[src/rtl/posit16_pkg.sv]
// Shared types and constants for the 16-bit posit decode/encode datapath.
package posit16_pkg;

  localparam int N      = 16;
  localparam int BODY_W = N - 1;
  localparam int K_W    = 5;
  localparam int RLEN_W = 4;

  localparam logic [RLEN_W-1:0] RUN_MAX = 4'd15;
  localparam logic [N-1:0]      P_ZERO  = 16'h0000;
  localparam logic [N-1:0]      P_NAR   = 16'h8000;

  typedef enum logic [1:0] {IDLE, SCAN, DONE} state_t;

  // A run of ones encodes k = run-1; a run of zeros encodes k = -run.
  function automatic logic [K_W-1:0] regime_k(input logic r0, input logic [RLEN_W-1:0] run);
    logic [K_W-1:0] r;
    r = {1'b0, run};
    return r0 ? (r - 5'd1) : (5'd0 - r);
  endfunction

  function automatic logic [RLEN_W-1:0] regime_len(input logic [RLEN_W-1:0] run);
    return (run == RUN_MAX) ? RUN_MAX : (run + 4'd1);
  endfunction

endpackage

[src/rtl/posit16_abs.sv]
// Two's-complement magnitude of a posit word; NaR (0x8000) maps onto itself.
module posit16_abs
  import posit16_pkg::*;
(
  input  logic [N-1:0] p,
  output logic [N-1:0] mag
);

  assign mag = p[N-1] ? (~p + 16'd1) : p;

endmodule

[src/rtl/regdec16.sv]
// Posit<16,es> regime decoder: serially scans the regime run, one bit per cycle.
// Optional macro REGDEC16_SPECIAL_EN short-circuits zero and NaR words.
module regdec16
  import posit16_pkg::*;
(
  input  logic              clk,
  input  logic              rst,
  input  logic              in_valid,
  output logic              in_ready,
  input  logic [N-1:0]      p_in,
  output logic              out_valid,
  input  logic              out_ready,
  output logic              sign_out,
  output logic [K_W-1:0]    k_out,
  output logic [RLEN_W-1:0] rlen_out,
  output logic [BODY_W-1:0] rem_out,
  output logic              zero_out,
  output logic              nar_out
);

  state_t              state;
  logic [N-1:0]        mag;
  logic [BODY_W-1:0]   body;
  logic [BODY_W-1:0]   sh;
  logic [RLEN_W-1:0]   run;
  logic                r0;
  logic                sign_q;
  logic                scan_end;
  logic                unused_mag_msb;

  posit16_abs u_abs (
    .p   (p_in),
    .mag (mag)
  );

  // The magnitude MSB is set only for NaR, whose body bits are all zero.
  assign unused_mag_msb = mag[N-1];
  assign body           = mag[BODY_W-1:0];

  assign in_ready  = (state == IDLE);
  assign out_valid = (state == DONE);
  assign scan_end  = (run == RUN_MAX) || (sh[BODY_W-1] != r0);

`ifdef REGDEC16_SPECIAL_EN
  logic zero_q;
  logic nar_q;
  assign zero_out = zero_q;
  assign nar_out  = nar_q;
`else
  assign zero_out = 1'b0;
  assign nar_out  = 1'b0;
`endif

  // NOTE: all state here uses <= so every register samples pre-edge values;
  // mixing in = would make the shift and run counter order-dependent.
  always_ff @(posedge clk) begin
    if (rst) begin
      state    <= IDLE;
      sign_q   <= 1'b0;
      r0       <= 1'b0;
      run      <= '0;
      sh       <= '0;
      sign_out <= 1'b0;
      k_out    <= '0;
      rlen_out <= '0;
      rem_out  <= '0;
`ifdef REGDEC16_SPECIAL_EN
      zero_q   <= 1'b0;
      nar_q    <= 1'b0;
`endif
    end else begin
      case (state)
        IDLE: begin
          if (in_valid) begin
`ifdef REGDEC16_SPECIAL_EN
            if (p_in == P_ZERO || p_in == P_NAR) begin
              sign_out <= p_in[N-1];
              k_out    <= '0;
              rlen_out <= '0;
              rem_out  <= '0;
              zero_q   <= (p_in == P_ZERO);
              nar_q    <= (p_in == P_NAR);
              state    <= DONE;
            end else
`endif
            begin
              sign_q <= p_in[N-1];
              r0     <= body[BODY_W-1];
              run    <= 4'd1;
              sh     <= {body[BODY_W-2:0], 1'b0};
              state  <= SCAN;
            end
          end
        end
        SCAN: begin
          if (scan_end) begin
            sign_out <= sign_q;
            k_out    <= regime_k(r0, run);
            rlen_out <= regime_len(run);
            rem_out  <= (run == RUN_MAX) ? '0 : {sh[BODY_W-2:0], 1'b0};
`ifdef REGDEC16_SPECIAL_EN
            zero_q   <= 1'b0;
            nar_q    <= 1'b0;
`endif
            state    <= DONE;
          end else begin
            run <= run + 4'd1;
            sh  <= {sh[BODY_W-2:0], 1'b0};
          end
        end
        DONE: begin
          if (out_ready) state <= IDLE;
        end
        default: state <= IDLE;
      endcase
    end
  end

endmodule

[config.mk]
export PLATFORM = sky130hd
export DESIGN_NAME = regdec16
export DESIGN_NICKNAME = d
export VERILOG_FILES = /design/src/rtl/posit16_pkg.sv /design/src/rtl/posit16_abs.sv /design/src/rtl/regdec16.sv
export SDC_FILE = /design/constraint.sdc
export NUM_CORES = 1
export LEC_CHECK = 0
export ABC_CLOCK_PERIOD_IN_PS = 3100
export CORE_MARGIN = 8
export CORE_UTILIZATION = 50
export DETAILED_ROUTE_END_ITERATION = 12
export HOLD_SLACK_MARGIN = 0.06
export PLACE_DENSITY = 0.79
export SYNTH_ARGS = -nofsm -noshare
export SYNTH_HDL_FRONTEND = slang
export SYNTH_SLANG_ARGS = --single-unit
[constraint.sdc]
create_clock -name clk -period 3.1 [get_ports clk]
set_input_delay 0.93 -clock clk [delete_from_list [all_inputs] [get_ports clk]]
set_output_delay 0.93 -clock clk [all_outputs]
set_load 0.005 [all_outputs]
# Word-level counts from Yosys, hierarchy flattened
# Index checks and enable logic that the tools add are counted.
word_totals:
  romBits: 0
  word_cells: 43
  ram_bits: 0
  n_memories: 0
  regBits: 48
  input_bits: 20
  output_inout_bits: 29
  latchBits: 0
classes:
  bitwise: 1
  div: 0
  n_reduce_logical: 7
  muxes: 14
  n_addsub: 4
  n_eq_ne: 8
  magnitude_cmp: 0
  multipliers: 0
  shifts: 0
ops:
  columns: ["op", "n"]
  rows:
  - ["15-bit 2-to-1 mux", 4]
  - ["15-bit one-hot mux with 2 select lines", 1]
  - ["15-bit by 1-bit adder with 15-bit output (second input constant)", 1]
  - ["15-bit inverter", 1]
  - ["4-bit 2-to-1 mux", 3]
  - ["4-bit one-hot mux with 2 select lines", 1]
  - ["2-bit 2-to-1 mux", 3]
  - ["2-bit != test (second input constant)", 3]
  - ["2-bit one-hot mux with 3 select lines", 1]
  - ["3-bit AND reduction", 2]
  - ["5-bit 2-to-1 mux", 1]
  - ["1-bit by 4-bit subtractor with 5-bit output (first input constant)", 1]
  - ["4-bit by 1-bit subtractor with 5-bit output (second input constant)", 1]
  - ["4-bit by 1-bit adder with 4-bit output (second input constant)", 1]
  - ["4-bit == test (second input constant)", 1]
  - ["2-bit AND reduction", 2]
  - ["2-bit by 1-bit == test with 1-bit output (second input constant)", 1]
  - ["2-bit == test (second input constant)", 1]
  - ["2-bit zero test", 1]
  - ["2-bit by 1-bit != test with 1-bit output (second input constant)", 1]
  - ["2-bit nonzero test", 1]
  - ["1-bit logical OR", 1]
  - ["1-bit != test", 1]

# Depth between registers and ports, before layout
# Gate-level depths: netlist of the first run.
depth:
  word_depth: 5
  mapped_depth: 9
  mapped_depth_nobuf: 7

# By module
# Synthesis of the first run repeated with hierarchy kept, for this count alone.
hier_totals:
  cells_unflattened: 290
  hier_area_um2: 2402.3
by_module_without_submodules:
  columns: ["mod", "area_each_um2", "cells_per_inst", "instances", "seq_area_each_um2"]
  rows:
  - ["regdec16", 2037.0, 242, 1, 900.9]
  - ["posit16_abs", 365.4, 48, 1, 0.0]

# Worst setup path after synthesis of the first run
# No wires, ideal clock.
synth_path:
  path_kind: "input to register"
  startpoint: "input p_in[0]"
  endpoint: "register sh[13]"
  required_ns: 3.040
  arrival_time_ns: 2.442
  path_buffers: 0
  slack_ns: 0.598
  setup_ns: 0.060
  path_stages: 7
  path_cell_list: "inv_1 > ha_1 > or4b_1 > or2_1 > mux2_4 > o21bai_2 > a32o_2"
synth_between:
  elab_chain_len: 5
synth_rtl:
  columns: ["item", "line", "text"]
  rows:
  - ["from (decl)", "regdec16.sv:10", "input logic [N-1:0] p_in,"]
  - ["15-bit inverter", "posit16_abs.sv:9", "assign mag = p[N-1] ? (~p + 16'd1) : p;"]
  - ["15-bit by 1-bit adder with 15-bit output", "posit16_abs.sv:9", null]
  - ["15-bit 2-to-1 mux", "posit16_abs.sv:9", null]
  - ["15-bit 2-to-1 mux", "regdec16.sv:74", "if (in_valid) begin"]
  - ["15-bit one-hot mux with 2 select lines", "regdec16.sv:72", "case (state)"]
  - ["to (signal assigned)", "regdec16.sv:90", "sh <= {body[BODY_W-2:0], 1'b0};"]
  - ["to (signal assigned)", "regdec16.sv:108", "sh <= {sh[BODY_W-2:0], 1'b0};"]
  - ["to (decl)", "regdec16.sv:24", "logic [BODY_W-1:0] sh;"]
# Every way passes these cells. The select of a mux whose other input is x is not followed.
# A chain may end at the register's enable or synchronous reset.

# Final worst setup path of the first run
# Ends and elaborated chain as after synthesis.

==> results of run 1 <==
routing by layer:
layer	share of wire (%)	GRT usage, %
met1	43	18.15
met2	50	25.74
met3	5.4	3.809
met4	1.5	6.230
met5	0	0
per-stage QoR:
stage / hold WS [ps] / instances / cell area [sq um] / utilization [%]
global route: 489.8 / 374 / 2867 / 65.83
CTS: 469.7 / 374 / 2867 / 65.83
floorplan: 431.2 / 280 / 2267 / -
finish: 464.9 / 374 / 2867 / 65.83
detailed placement: 455.1 / 366 / 2765 / 63.51
global placement: 440.1 / 366 / 2765 / 63.51
tightest hold or removal path: stages, from the launching register on:
cell and delay [ps]:
dfxtp_1 320, nand2_1 50, a21oi_1 50
final cells by class:
class | count | area [sq um] | share of cell area (%)
Clock buffer | 7 | 96.34 | 3.361
Clock inverter | 1 | 5.005 | 0.1746
Inverter | 5 | 18.77 | 0.6547
Multi-Input combinational cell | 208 | 1237 | 43.17
Sequential cell | 45 | 900.9 | 31.43
Tap cell | 52 | 65.06 | 2.270
Timing Repair Buffer | 56 | 543.0 | 18.94
sequential cells by signal (all words and copies together) (netlist names):
signal and flops:
sign_out 1, r0 1, run 4, sign_q 1
sh 14, rem_out 13, state 2, rlen_out 4
k_out 5
worst paths after layout:
kind,from,end,cells past startpoint
hold reg to reg,k_out[4],k_out[4],2
hold / removal,k_out[4],k_out[4],2
setup / recovery,p_in[0],sh[13],8
setup reg to reg,run[0],rem_out[5],6
kinds of logic (layout without fill, tap and decap cells):
kind of cell             after synthesis  after routing  synth area share (%)
multiplexers                           3              3                 1.553
XOR/XNOR                              20             20                 8.098
other                                  1              4                0.1662
buffers and inverters                 27             69                 5.713
AND/OR/NAND/NOR                      106            106                 20.97
adder cells (fa/ha/maj)                3              3                 1.664
AO/OA/AOI/OAI                         72             72                 21.91
flip-flops                            45             45                 39.93
report_power, final:
part	internal [W]	total, W	leakage (nW)	switching, W
registers	0.000627	0.000672	0.367	0.0000452
clock network	0.000202	0.000394	0.0542	0.000193
logic	0.000173	0.000358	0.647	0.000185
total	0.00100	0.00142	1.07	0.000423
cells in the final DEF, fill, tap and decap left out, types with 11 or more instances in the layout:
master / n
nand2_1: 17
a211oi_1: 11
dfxtp_1: 45
xnor2_1: 12
a21oi_1: 17
clkdlybuf4s50_1: 44
a22oi_1: 14
nor2_1: 57
buf_4: 11
==> out/metrics.cfg, run 1 <==
[yosys]
synth_area_leader_cell=dfxtp_1
synth.distinct_cells=47
synthTopCellsByCount=nor2_1, dfxtp_1, a21oi_1, nand2_1, a22oi_1
syn_inst=277
synth_edf_count=0
seq_area_frac_synth_pct=39.93
syn_area_sq_um=2256
async_reset_ff_share_pct=0
synth-seq-cells=45
synth-warning-count=0
synth_flop_cell=dfxtp_1
syn_area_per_cell_sq_um=8.144
netlist_top_cells_area=dfxtp_1, nor2_1, a22oi_1
synth.most_common_cell=nor2_1
synth_top_cell_area_share_pct=39.93

[finish]
final_nets=344
fillers=375
diodes=0
drive_gt1_share_pct=8.696
syn2layout_area_growth_pct=27.07

[setup_path]
crit_fanout=4
worst-path-buf-inv=2
cp.arrival_ps=3040
crit_path_max_incr_delay_ps=550
crit_path_start_kind=input port
crit_family=simple AND/OR/NAND/NOR gates
worstPathCellList=clkdlybuf4s50_1, inv_1, ha_1, or4b_1, or2_1, mux2_4, o21bai_2, a32o_2
end_kind=flip-flop
critPathRequiredTime_ps=3340
cp_slowest_cell=or4b_1
worstSetupPathType=in -> reg
reg2reg_slack_ps=940

[die]
ioPinCount=49
die_h_um=83.17
die_x_um=83.17
start_util_pct=51.81
die_area_sq_um=6917
rows=24
core-area_sq_um=4354

[place]
globalplace.congestion=0.8713
dp_slack_ps=18.85
io_buffers=44
dp_hpwl_mm=4.055

[route]
drtIter0Drc=125
drtPass1Iterations=4
dr_total_vias=2097
totalWireLength_mm=5.489
routed_via_density=5.607
wl_per_cell_um=14.68
antenna_left=0
drc_errors=0

[sta]
finalSetupViolations=0
period_share_pct=90.10
worst_slew_pin_slew_ps=762.3
finalHoldViolCount=0
max_freq_mhz=358.0
slew_viol_final=0
relSlewSlack_pct=49.12
setup_tns_ps=0
post-route-min-period_ps=2793
setup_ws_ps=307.0
rsz0062_at_grt=no
final.setup_skew_ps=4.984

[clocking]
cts_tree=built
cts_buffer_depth=2
clkSinkCount=45
root_buffer=clkbuf_8
cts_setup_buffers=0
worstSkewPairLatency_ps=290
cts_buffers=5
cts.clk_slew.worst_paths_ps=80
post_cts_resized=0
htree_levels=2
hold_buffers=0

[flow_run]
maxCapViolCount=0

[global_route]
gr-total-overflow=0
grt_pass1_wl_mm=9.149
antenna_found_initial=0
grt_max_degree=22
grt_pass1_vias=1995
grtUsageTotal_pct=15.35

[pwr]
p_leak_nw=1.068
powerDensity_nw_per_um2=496.7
peakVddDrop_uv=348.2
power_w=0.001424

[status]
status=finished, final reports clean

[hold_path]
hp-class=reg -> reg

Power figures use the tool's default switching activity.
==> run 2: changes to the inputs <==
--- a/config.mk
+++ b/config.mk
@@ -5,10 +5,12 @@
 export SDC_FILE = /design/constraint.sdc
 export NUM_CORES = 1
 export LEC_CHECK = 0
+export ABC_AREA = 1
 export ABC_CLOCK_PERIOD_IN_PS = 3100
 export CORE_MARGIN = 8
 export CORE_UTILIZATION = 50
 export DETAILED_ROUTE_END_ITERATION = 12
+export GPL_ROUTABILITY_DRIVEN = 0
 export HOLD_SLACK_MARGIN = 0.06
 export PLACE_DENSITY = 0.79
 export SYNTH_ARGS = -nofsm -noshare
==> out/metrics.cfg, run 2 <==
[yosys]
synth.distinct_cells=33
synth_top_cell_area_share_pct=39.32
async_reset_ff_share_pct=0
synth_top_family_by_area=simple AND/OR/NAND/NOR gates
synth_edf_count=0
synth_compound_area_share_pct=16.82
syn_area_sq_um=2291
synth_area_leader_cell=dfxtp_1
synthXorXnorAreaFrac_pct=3.823
synth_fa_ha_area_share_pct=1.638
netlist_top_cells_area=dfxtp_1, nand2_1, a21oi_1
synthMuxAreaShare_pct=0
syn_area_per_cell_sq_um=6.921
synth.most_common_cell=nand2_1
seq_area_frac_synth_pct=39.32
syn_inst=331
yosys.area_share.simple_pct=27.96
synth_flop_cell=dfxtp_1
synth-seq-cells=45
synth-warning-count=0
synthTopCellsByCount=nand2_1, dfxtp_1, a21oi_1, nor2_1, inv_1

[setup_path]
r2r_cells=8
crit_fanout=3
crit_path_max_incr_delay_ps=530
critPathRequiredTime_ps=2170
end_kind=output port
cp_slowest_cell=clkdlybuf4s50_1
cp-startpoint=state[1]
cp.arrival_ps=1390
r2r-end=rem_out[13]
reg2reg_slack_ps=1230
r2r-start=run[0]
worstSetupPathType=reg -> out
worstPathCellList=inv_1, nor2_1, clkdlybuf4s50_1
cp-endpoint=out_valid
crit_path_start_kind=flip-flop

[finish]
top_regs=sh: 14 flops, rem_out: 13 flops, k_out: 5 flops
final_nets=393
largest_register=sh
final_common_cell=nand2_1
largest_reg_flops=14
drive_gt1_share_pct=6.469
syn2layout_area_growth_pct=22.12
final_cell_mix=nand2_1, dfxtp_1, clkdlybuf4s50_1
stdcell_count=423
diodes=0

[route]
totalWireLength_mm=5.349
wl_met1_mm=2.623
wl_met2_mm=2.300
wl_met3_um=354
wl_per_cell_um=12.65
drtPass1Iterations=4
drc_errors=0
drtIter0Drc=198
top_layer=met4
dr_total_vias=2185
antenna_left=0
routed_via_density=5.165

[die]
die_x_um=83.69
core-area_sq_um=4384
rows=24
ioPinCount=49
die_area_sq_um=7004
start_util_pct=52.25
die_h_um=83.69

[pwr]
peakVddDrop_uv=223.0
powerDensity_nw_per_um2=487.2
p_leak_nw=1.173

[sta]
rsz0062_at_grt=no
setup_tns_ps=0
finalHoldViolCount=0
post-route-min-period_ps=2318
worst_slew_pin_slew_ps=574.4
finalSetupViolations=0
period_share_pct=74.78
relSlewSlack_pct=61.66
max_freq_mhz=431.4
slew_viol_final=0
final.setup_skew_ps=5.055

[global_route]
grtUsageTotal_pct=15.19
grt_max_degree=24
antenna_found_initial=0
gr-total-overflow=0
grt_pass1_wl_mm=9.246
grt_pass1_vias=2075

[clocking]
cts_tree=built
cts_setup_buffers=0
htree_levels=2
hold_buffers=0
cts.clk_slew.worst_paths_ps=80
clkSinkCount=45
worstSkewPairLatency_ps=290
cts_buffer_depth=2
root_buffer=clkbuf_8
post_cts_resized=0
cts_buffers=5

[status]
status=finished, final reports clean

[place]
dp_hpwl_mm=4.040
dp_cells=415
io_buffers=44

[hold_path]
hp-class=reg -> reg

[flow_run]
maxCapViolCount=0

[run 2: cell type report]
type	count	area, sq um
Sequential cell	45	900.9
Fill cell	409	1587
Tap cell	52	65.06
Inverter	31	120.1
Multi-Input combinational cell	240	1166
Clock inverter	2	10.01
Clock buffer	6	72.57
Timing Repair Buffer	47	462.9
[run 2: metal layers]
metal	GRT usage, %	up-vias
li1	-	1132
met1	19.87	968
met2	23.02	79
met3	3.906	6
met4	6.122	0
met5	0	-
[run 2: critical path: cells and delay by family (launching register included)]
| family | cells | cell delay, ps |
|---|---|---|
| buf+inv | 2 | 580 |
| flops | 1 | 380 |
| simple gates | 1 | 130 |
[run 2: kinds of logic after synthesis]
kind of cell | count (synthesis)
flip-flops | 45
other | 1
buffers and inverters | 49
AND/OR/NAND/NOR | 149
AO/OA/AOI/OAI | 74
adder cells (fa/ha/maj) | 3
XOR/XNOR | 10
[run 2: worst min path at each step]
stage | end | depth (start not counted) | slack [ps] | startpoint
after floorplan | sh[1] | 2 | 450 | sh[1]
after global placement | k_out[4] | 2 | 450 | k_out[4]
after detailed placement | k_out[4] | 2 | 450 | k_out[4]
after CTS | k_out[4] | 2 | 470 | k_out[4]
after global routing | rem_out[4] | 2 | 480 | rem_out[4]
final | k_out[4] | 2 | 460 | k_out[4]
[run 2: metrics by stage]
step	cell area (sq um)	hold slack, ps	total power (W)	util, %	worst slack [ps]
after floorplan	2302	446.0	0.0009202	-	1098
after global placement	2715	451.3	0.001024	61.93	554.3
after detailed placement	2715	454.7	0.001030	61.93	511.6
after CTS	2798	467.3	0.001369	63.81	776.3
after global routing	2798	480.6	0.001448	63.81	663.2
final	2798	463.4	0.001363	63.81	781.9
[run 2: power by group]
group	internal, W	switching (W)	total [W]
combinational	0.000147	0.000195	0.000342
clock	0.000156	0.000188	0.000344
sequential	0.000634	0.0000434	0.000677
==> run 3: changes to the inputs <==
--- a/config.mk
+++ b/config.mk
@@ -6,13 +6,13 @@
 export NUM_CORES = 1
 export LEC_CHECK = 0
 export ABC_AREA = 1
-export ABC_CLOCK_PERIOD_IN_PS = 3100
+export ABC_CLOCK_PERIOD_IN_PS = 2100
 export CORE_MARGIN = 8
-export CORE_UTILIZATION = 50
+export CORE_UTILIZATION = 46
 export DETAILED_ROUTE_END_ITERATION = 12
 export GPL_ROUTABILITY_DRIVEN = 0
 export HOLD_SLACK_MARGIN = 0.06
-export PLACE_DENSITY = 0.79
+export PLACE_DENSITY = 0.76
 export SYNTH_ARGS = -nofsm -noshare
 export SYNTH_HDL_FRONTEND = slang
 export SYNTH_SLANG_ARGS = --single-unit
==> constraint.sdc (replaced) <==
create_clock -name clk -period 2.1 [get_ports clk]
set_input_delay 0.63 -clock clk [delete_from_list [all_inputs] [get_ports clk]]
set_output_delay 0.63 -clock clk [all_outputs]
set_load 0.005 [all_outputs]
==> out/metrics.cfg, run 3 (synthesized netlist as in run 2, its figures left out) <==
[clocking]
cts_setup_buffers=0
cts.clk_slew.worst_paths_ps=80
cts_tree=built
root_buffer=clkbuf_8
hold_buffers=0
post_cts_resized=0
cts_buffer_depth=2
cts_buffers=5
htree_levels=2
clkSinkCount=45
worstSkewPairLatency_ps=290

[die]
die_h_um=86.57
die_x_um=86.57
start_util_pct=48.18
core-area_sq_um=4755
rows=25
die_area_sq_um=7494
ioPinCount=49

[finish]
syn2layout_area_growth_pct=25.89
post-route-util_pct=60.66
top_regs=sh: 14 flops, rem_out: 13 flops, k_out: 5 flops
final_cell_mix=nand2_1, dfxtp_1, clkdlybuf4s50_1
final_common_cell=nand2_1
diodes=0
multiInputGateArea_sq_um=1166
drive_gt1_share_pct=8.707
fillers=464
largest_reg_flops=14
final_nets=401
largest_register=sh
seqCellArea_sq_um=900.9

[sta]
final.setup_skew_ps=3.274
slew_viol_final=0
hold_ws_ps=463.1
rsz0062_at_grt=no
max_freq_mhz=494.1
period_share_pct=96.38
finalSetupViolations=0
post-route-min-period_ps=2024
finalHoldViolCount=0

[flow_run]
maxCapViolCount=0

[place]
dp_hpwl_mm=4.093
io_buffers=44

[setup_path]
reg2reg_slack_ps=390
end_kind=output port
r2r-end=sh[12]
crit_fanout=3
cp.arrival_ps=1390
r2r-start=run[0]
cp-startpoint=state[1]
cp-endpoint=out_valid
crit_path_start_kind=flip-flop
critPathRequiredTime_ps=1470
worstSetupPathType=reg -> out
r2r_cells=10

[route]
routed_via_density=4.933
drtPass1Iterations=4
drtIter0Drc=168
dr_total_vias=2200
totalWireLength_mm=5.399
drc_errors=0
wl_per_cell_um=12.11
antenna_left=0

[status]
status=finished, final reports clean

[global_route]
grt_pass1_vias=1968
antenna_found_initial=0
grt_pass1_wl_mm=8.935
grtUsageTotal_pct=14.63
gr-total-overflow=0
grt_max_degree=24

[pwr]
p_leak_nw=1.211
powerDensity_nw_per_um2=713.3
peakVddDrop_uv=331.5
power_w=0.002057

[hold_path]
min_path_cells=2
hp-class=reg -> reg

-- run 3: changes by cell type in the layout (fill, tap and decap cells not counted) --
cell	before	now
buf_4	3	11
clkbuf_1	1	0
clkinv_2	3	2
clkinvlp_4	0	1
inv_6	0	1
-- run 3: stage by stage --
step	setup TNS, ps	instance area (sq um)	setup slack, ps	cells
CTS	0	2884	80.95	446
finish	0	2884	75.98	446
global placement	-133.7	2794	-83.44	438
floorplan	0	2302	398.0	334
detailed placement	-342.4	2794	-125.4	438
global route	0	2884	13.53	446
-- run 3: final cells by class --
type                    count  area share (%)
repair buffers             55           18.13
clock inverters             3          0.7375
inverters                  31           4.165
multi-input cells         240           40.43
clock buffers               5           2.386
flip-flops and latches     45           31.24
well taps                  67           2.907
-- run 3: worst max-delay path, cell delays in order (launching register included) --
cell             delay (ps)
dfxtp_1                 400
inv_1                    60
nor2_1                  120
clkdlybuf4s50_1         520
-- run 3: how the worst min path moves through the flow --
stage                from    endpoint
6_report         k_out[4]    k_out[4]
5_1_grt        rem_out[7]  rem_out[7]
4_1_cts        rem_out[7]  rem_out[7]
3_5_place_dp   rem_out[7]  rem_out[7]
3_3_place_gp     k_out[4]    k_out[4]
2_1_floorplan       sh[1]       sh[1]
-- run 3: per-layer routing --
layer / global-route usage (%) / part of all wire [%] / vias to the layer above
met5: 0 / 0 / -
met4: 5.947 / 2.0 / 0
li1: - / - / 1148
met2: 23.47 / 44 / 61
met3: 3.119 / 6.0 / 12
met1: 18.50 / 48 / 979
-- run 3: report_power, final --
group	switching [W]	internal, W
logic	0.000291	0.000227
clock network	0.000302	0.000236
registers	0.0000649	0.000936
